`config.mk`:
```
export PLATFORM = sky130hd
export DESIGN_NAME = hack_cpu
export DESIGN_NICKNAME = d
export VERILOG_FILES = /design/src/rtl/hack_pkg.sv /design/src/rtl/hack_cpu_alu.sv /design/src/rtl/hack_cpu.sv
export SDC_FILE = /design/constraint.sdc
export NUM_CORES = 1
export LEC_CHECK = 0
export CORE_ASPECT_RATIO = 0.6
export CORE_MARGIN = 2
export CORE_UTILIZATION = 50
export CTS_BUF_LIST = sky130_fd_sc_hd__clkbuf_4
export DETAILED_ROUTE_END_ITERATION = 10
export GPL_TIMING_DRIVEN = 0
export PLACE_DENSITY = 0.8
export REMOVE_ABC_BUFFERS = 1
export SLEW_MARGIN = 25
export SYNTH_ARGS = -nofsm -noshare
export SYNTH_HDL_FRONTEND = slang
export SYNTH_HIERARCHICAL = 1
export SYNTH_SLANG_ARGS = --single-unit
```
`constraint.sdc`:
```
create_clock -name clk -period 6.2 [get_ports clk]
set_input_delay 1.55 -clock clk [delete_from_list [all_inputs] [get_ports clk]]
set_output_delay 1.55 -clock clk [all_outputs]
set_load 0.02 [all_outputs]
```
`src/rtl/hack_pkg.sv`:
```
// Shared Hack CPU definitions: instruction field positions, decoded control
// bundle and the default reset program counter.
package hack_pkg;

    localparam logic [14:0] RESET_PC_DEFAULT = 15'h0000;

    localparam int OPCODE_BIT = 15;
    localparam int A_BIT      = 12;
    localparam int COMP_HI    = 11;
    localparam int COMP_LO    = 6;
    localparam int DEST_HI    = 5;
    localparam int DEST_LO    = 3;
    localparam int JUMP_HI    = 2;
    localparam int JUMP_LO    = 0;

    typedef struct packed {
        logic       is_c;
        logic       a_sel;
        logic [5:0] comp;
        logic       dest_a;
        logic       dest_d;
        logic       dest_m;
        logic       jlt;
        logic       jeq;
        logic       jgt;
    } hack_ctrl_t;

endpackage

```
`src/rtl/hack_cpu_alu.sv`:
```
// 16-bit Hack ALU: optional zero/negate on each operand, add or AND,
// optional output negate, plus zero and negative flags.
module alu (
    input  logic [15:0] x,
    input  logic [15:0] y,
    input  logic        zx,
    input  logic        nx,
    input  logic        zy,
    input  logic        ny,
    input  logic        f,
    input  logic        no,
    output logic        zr,
    output logic        ng,
    output logic [15:0] out
);

    logic [15:0] w_x_z;
    logic [15:0] w_x_n;
    logic [15:0] w_y_z;
    logic [15:0] w_y_n;
    logic [15:0] w_fn;

    assign w_x_z = zx ? 16'h0000 : x;
    assign w_x_n = nx ? ~w_x_z : w_x_z;
    assign w_y_z = zy ? 16'h0000 : y;
    assign w_y_n = ny ? ~w_y_z : w_y_z;
    assign w_fn  = f ? (w_x_n + w_y_n) : (w_x_n & w_y_n);
    assign out   = no ? ~w_fn : w_fn;
    assign zr    = (out == 16'h0000);
    assign ng    = out[15];

endmodule

```
`src/rtl/hack_cpu.sv`:
```
// Hack CPU core: A/D/PC registers, one instruction per valid cycle, with the
// memory write port and ALU result driven combinationally.
module hack_cpu
    import hack_pkg::*;
#(
    parameter logic [14:0] RESET_PC = RESET_PC_DEFAULT
) (
    input  logic        clk,
    input  logic        rst_n,
    input  logic [15:0] instruction,
    input  logic        instr_valid,
    input  logic [15:0] in_m,
    output logic [15:0] out_m,
    output logic        write_m,
    output logic [14:0] address_m,
    output logic [14:0] pc
);

    logic [15:0] r_a;
    logic [15:0] r_d;
    logic [14:0] r_pc;
    logic [15:0] w_a_nxt;
    logic [15:0] w_d_nxt;
    logic [14:0] w_pc_nxt;
    logic [14:0] w_pc_inc;
    logic [15:0] w_y;
    logic [15:0] w_alu_out;
    logic        w_zr;
    logic        w_ng;
    logic        w_jump;
    hack_ctrl_t  w_ctrl;

    assign w_ctrl = '{
        is_c:   instruction[OPCODE_BIT],
        a_sel:  instruction[A_BIT],
        comp:   instruction[COMP_HI:COMP_LO],
        dest_a: instruction[DEST_HI],
        dest_d: instruction[DEST_HI-1],
        dest_m: instruction[DEST_LO],
        jlt:    instruction[JUMP_HI],
        jeq:    instruction[JUMP_HI-1],
        jgt:    instruction[JUMP_LO]
    };

    assign w_y = w_ctrl.a_sel ? in_m : r_a;

    alu u_alu (
        .x   (r_d),
        .y   (w_y),
        .zx  (w_ctrl.comp[5]),
        .nx  (w_ctrl.comp[4]),
        .zy  (w_ctrl.comp[3]),
        .ny  (w_ctrl.comp[2]),
        .f   (w_ctrl.comp[1]),
        .no  (w_ctrl.comp[0]),
        .zr  (w_zr),
        .ng  (w_ng),
        .out (w_alu_out)
    );

    assign w_jump    = (w_ctrl.jlt & w_ng) | (w_ctrl.jeq & w_zr) |
                       (w_ctrl.jgt & ~w_ng & ~w_zr);
    assign w_pc_inc  = r_pc + 15'd1;

    // rst_n gating keeps the strobe quiet while the core is held in reset
    assign write_m   = rst_n & instr_valid & w_ctrl.is_c & w_ctrl.dest_m;
    assign out_m     = w_alu_out;
    assign address_m = r_a[14:0];
    assign pc        = r_pc;

    // Next-state selection; the jump target is always the pre-update A.
    always_comb begin
        w_a_nxt  = r_a;
        w_d_nxt  = r_d;
        w_pc_nxt = r_pc;
        if (instr_valid) begin
            if (!w_ctrl.is_c) begin
                w_a_nxt  = {1'b0, instruction[14:0]};
                w_pc_nxt = w_pc_inc;
            end else begin
                if (w_ctrl.dest_a) begin
                    w_a_nxt = w_alu_out;
                end else begin
                    w_a_nxt = r_a;
                end
                if (w_ctrl.dest_d) begin
                    w_d_nxt = w_alu_out;
                end else begin
                    w_d_nxt = r_d;
                end
                w_pc_nxt = w_jump ? r_a[14:0] : w_pc_inc;
            end
        end else begin
            w_pc_nxt = r_pc;
        end
    end

    // Architectural register update with asynchronous reset.
    always_ff @(posedge clk or negedge rst_n) begin
        if (!rst_n) begin
            r_a  <= 16'h0000;
            r_d  <= 16'h0000;
            r_pc <= RESET_PC;
        end else begin
            r_a  <= w_a_nxt;
            r_d  <= w_d_nxt;
            r_pc <= w_pc_nxt;
        end
    end

endmodule

```
==> run_results.csv <==
group,metric,value,unit
synthesis,postSynthCellCount,529,
finish,final_core_util,0.667,
hold_path,worstHoldStart,"r_d[13]$_DFFE_PN0P_",
clock_tree,clockRootBuffer,"sky130_fd_sc_hd__clkbuf_4",
timing,max_slew.worst_pin.slew,0.983,ns
clock_tree,clk_pin_slew,0.13,ns
finish,final_cell_area,5750,um^2
clock_tree,clock_insertion_delay_worst_skew,0.39,ns
finish,layout_common_cells,"sky130_fd_sc_hd__clkdlybuf4s50_1, sky130_fd_sc_hd__nand2_1, sky130_fd_sc_hd__dfrtp_1",
timing,final_slew_viol_count,0,
floorplanning,die_y,77.5,um
run,maxCapViolations,0,
clock_tree,cts_tree,"built",
drt,detailedRoute.firstPassIterationCount,5,
hold_path,hold_path_class,"register to register",
synthesis,synth_ff_type,"sky130_fd_sc_hd__dfrtp_1",
synthesis,ys_seq_area_frac,0.261,
placement,numPortBuffers,81,
finish,area_growth_syn_to_layout,27.6,%
floorplanning,floorplan.initialDensity,0.522,
power,powerDensity,437,nW/um^2
timing,timing.max_slew.rel_slack,0.343,
timing,final_hold_viol_count,0,
drt,vias_per_inst,6.08,
global_route,first_global_vias,4039,
worst_setup_path,cp_cell_sequence,"clkdlybuf4s50_1 > mux2_2 > nand2b_1 > xnor2_1 > ha_2 > o21ai_1 > o21ai_2 > a21oi_2 > o311ai_1 > or3_4 > a31oi_4 > xnor2_2 > buf_4",
placement,detailedPlace.worstSlack,-1.81,ns
power,power.total,2.51,mW
synthesis,syn-mean-instance-area,8.51,um^2
clock_tree,cts_max_path_buffers,2,
synthesis,ys_ff_latch,47,
synthesis,netlist_top_cells_area,"sky130_fd_sc_hd__dfrtp_1, sky130_fd_sc_hd__xnor2_1, sky130_fd_sc_hd__mux2_2",
clock_tree,cts_sinks,47,
floorplanning,io_pins,82,
finish,non_filler_instances,713,
drt,drc,0,
floorplanning,core_region_area,8620,um^2
finish,final_net_count,654,
worst_setup_path,worstSetupEndpointType,"output pin",
timing,final_setup_violating_endpoints,0,
global_route,grt_first_pass_wirelength,20.8,mm
placement,postPlaceCellArea,5200,um^2
placement,placed_cells,678,
synthesis,synth_enable_flop_cells,0,
worst_setup_path,type_of_the_setup_path_with_the_least_slack,"primary input to output pin",
clock_tree,cts_hold_repair.buffers,0,
worst_setup_path,worst_setup_path_startpoint,"in_m[3]",
synthesis,synthDistinctLibCells,70,
worst_setup_path,worst_path_largest_cell_delay,0.40,ns
placement,hpwlAfterDp,9.29,mm
timing,setup_skew,0.0166,ns
synthesis,yosysWarnings,6,
worst_setup_path,start_kind,"primary input",
power,power.ir.vdd_worst,0.300,mV
floorplanning,die-area,9810,um^2
synthesis,postSynth.asyncResetShare,1.00,
drt,first_iter_violations,489,
run_status,status,"complete, no violations",
global_route,grt_start_max_net_pins,49,
global_route,grt_antenna_before_repair,0,
timing,period_needed,6.17,ns
floorplanning,rows,26,
global_route,grt_overflow,0,
drt,detail_route.wirelength,13.7,mm
clock_tree,htree_num_levels,2,
drt,antenna_left,0,
floorplanning,die_width,127,um
worst_setup_path,regToRegStartpoint,"r_a[0]$_DFFE_PN0P_",
synthesis,synth_top_area_frac,0.261,
drt,vias,4334,
synthesis,yosysTopAreaCell,"sky130_fd_sc_hd__dfrtp_1",
placement,gp_congestion,0.908,
worst_setup_path,slowest_stage,"sky130_fd_sc_hd__clkdlybuf4s50_1",
power,p_leak,2.33,nW
worst_setup_path,timing.critical_path.required,4.65,ns
worst_setup_path,worst-endpoint-arrival,4.62,ns
drt,routed_length_per_placed_instance,19.2,um
finish,fraction_of_layout_cells_with_a_size_suffix_above_1,0.231,
timing,share_of_the_clock_period_used_by_the_worst_path_after_layout,0.996,
global_route,groute.usage.overall,0.267,
clock_tree,num_cts_buffers,5,
finish,layout_commonest_cell,"sky130_fd_sc_hd__clkdlybuf4s50_1",
timing,max_freq,0.162,GHz
timing,grt_setup_unrepaired,"yes",
synthesis,mappedNetlistArea,4500,um^2
finish,n_antenna_cell,0,
worst_setup_path,biggest_fanout_along_the_worst_timing_path,5,
timing,worst_slack_setup_final,0.0262,ns
critical path, delay by kind of cell:
| family | cells | cell delay, ns |
|---|---|---|
| xor gates and xnor gates | 2 | 0.33 |
| adders and majority gates | 1 | 0.33 |
| muxes | 1 | 0.28 |
| and+or+nand+nor | 2 | 0.48 |
| buffers and inverters | 2 | 0.60 |
| AOI/OAI and AO/OA | 5 | 1.03 |
timing repair:
action                     in CTS  in global routing
pin swaps                      19                 22
setup endpoints to repair      30                 26
cloned                          2                  1
gates resized for setup        91                 35
buffers inserted               11                 14
worst paths after layout:
path | end | slack [ns] | cells past startpoint
worst max-delay path | out_m[14] | 0.03 | 13
worst min-delay path | r_d[13]$_DFFE_PN0P_ | 0.53 | 1
worst min register to register | r_d[13]$_DFFE_PN0P_ | 0.53 | 1
worst max register to register | pc[8]$_DFFE_PN0P_ | 1.09 | 23
max in group asynchronous | r_d[9]$_DFFE_PN0P_ | 4.61 | 1
min in group asynchronous | r_a[12]$_DFFE_PN0P_ | 1.17 | 1
final cells by class:
cell class / count / area [um^2]
sequential: 47 / 1180
timing repair buffer: 107 / 976
clock inverter: 1 / 30.0
fill: 686 / 2870
clock buffer: 6 / 45.0
multi-input combinational: 427 / 3330
inverter: 13 / 48.8
tap: 112 / 140
per-layer routing:
metal  share of wire  global-route usage  vias up  wire length (um)
li1                -                   -     2037                 -
met1            0.46               0.389     2069              6340
met2            0.44               0.413      208              6010
met3           0.086              0.0559       20              1180
met4           0.011              0.0451        0               151
met5               0                   0        -                 0
synth_stat cells, types with 3 or more instances:
library cell,n
sky130_fd_sc_hd__nand2_1,48
sky130_fd_sc_hd__xnor2_1,48
sky130_fd_sc_hd__dfrtp_1,47
sky130_fd_sc_hd__a21oi_1,42
sky130_fd_sc_hd__o21ai_0,40
sky130_fd_sc_hd__nand2b_1,38
sky130_fd_sc_hd__mux2_2,31
sky130_fd_sc_hd__mux2i_1,20
sky130_fd_sc_hd__buf_4,19
sky130_fd_sc_hd__ha_1,17
sky130_fd_sc_hd__nand3_1,17
sky130_fd_sc_hd__clkbuf_1,15
sky130_fd_sc_hd__nor2_1,14
sky130_fd_sc_hd__inv_1,13
sky130_fd_sc_hd__nor3_1,9
sky130_fd_sc_hd__o21ai_1,9
sky130_fd_sc_hd__buf_2,7
sky130_fd_sc_hd__a31oi_1,6
sky130_fd_sc_hd__nand4_1,5
sky130_fd_sc_hd__nor2b_1,5
sky130_fd_sc_hd__o211ai_1,5
sky130_fd_sc_hd__and3_1,4
sky130_fd_sc_hd__a21o_1,3
sky130_fd_sc_hd__and2_1,3
sky130_fd_sc_hd__o22ai_1,3
sky130_fd_sc_hd__o311ai_0,3
sky130_fd_sc_hd__o31ai_1,3
stage by stage:
step                      TNS, ns  hold slack (ns)
after floorplan            -0.271            0.481
after global placement     -42.35            0.489
after detailed placement   -40.88            0.494
after CTS                 -0.0346            0.524
after global routing       -0.128            0.538
final                           0            0.525
where the power goes:
part	total [mW]	internal, mW	switching (mW)
clock	0.195	0.0876	0.108
combinational	1.75	0.794	0.959
sequential	0.567	0.435	0.132
total	2.51	1.32	1.20
kinds of logic (layout without fill, tap and decap cells):
| logic type | count (synthesis) | after routing | share of synthesized area |
|---|---|---|---|
| DFF | 47 | 47 | 0.261 |
| AOI/OAI and AO/OA | 139 | 142 | 0.192 |
| adders and majority gates | 18 | 18 | 0.0517 |
| muxes | 51 | 51 | 0.122 |
| xor gates and xnor gates | 50 | 50 | 0.0972 |
| and+or+nand+nor | 166 | 166 | 0.206 |
| buffers and inverters | 58 | 127 | 0.0706 |
state kept, by name (all words and copies together) (netlist names):
name,count
r_a,16
pc,15
r_d,16
Power figures use the tool's default switching activity.
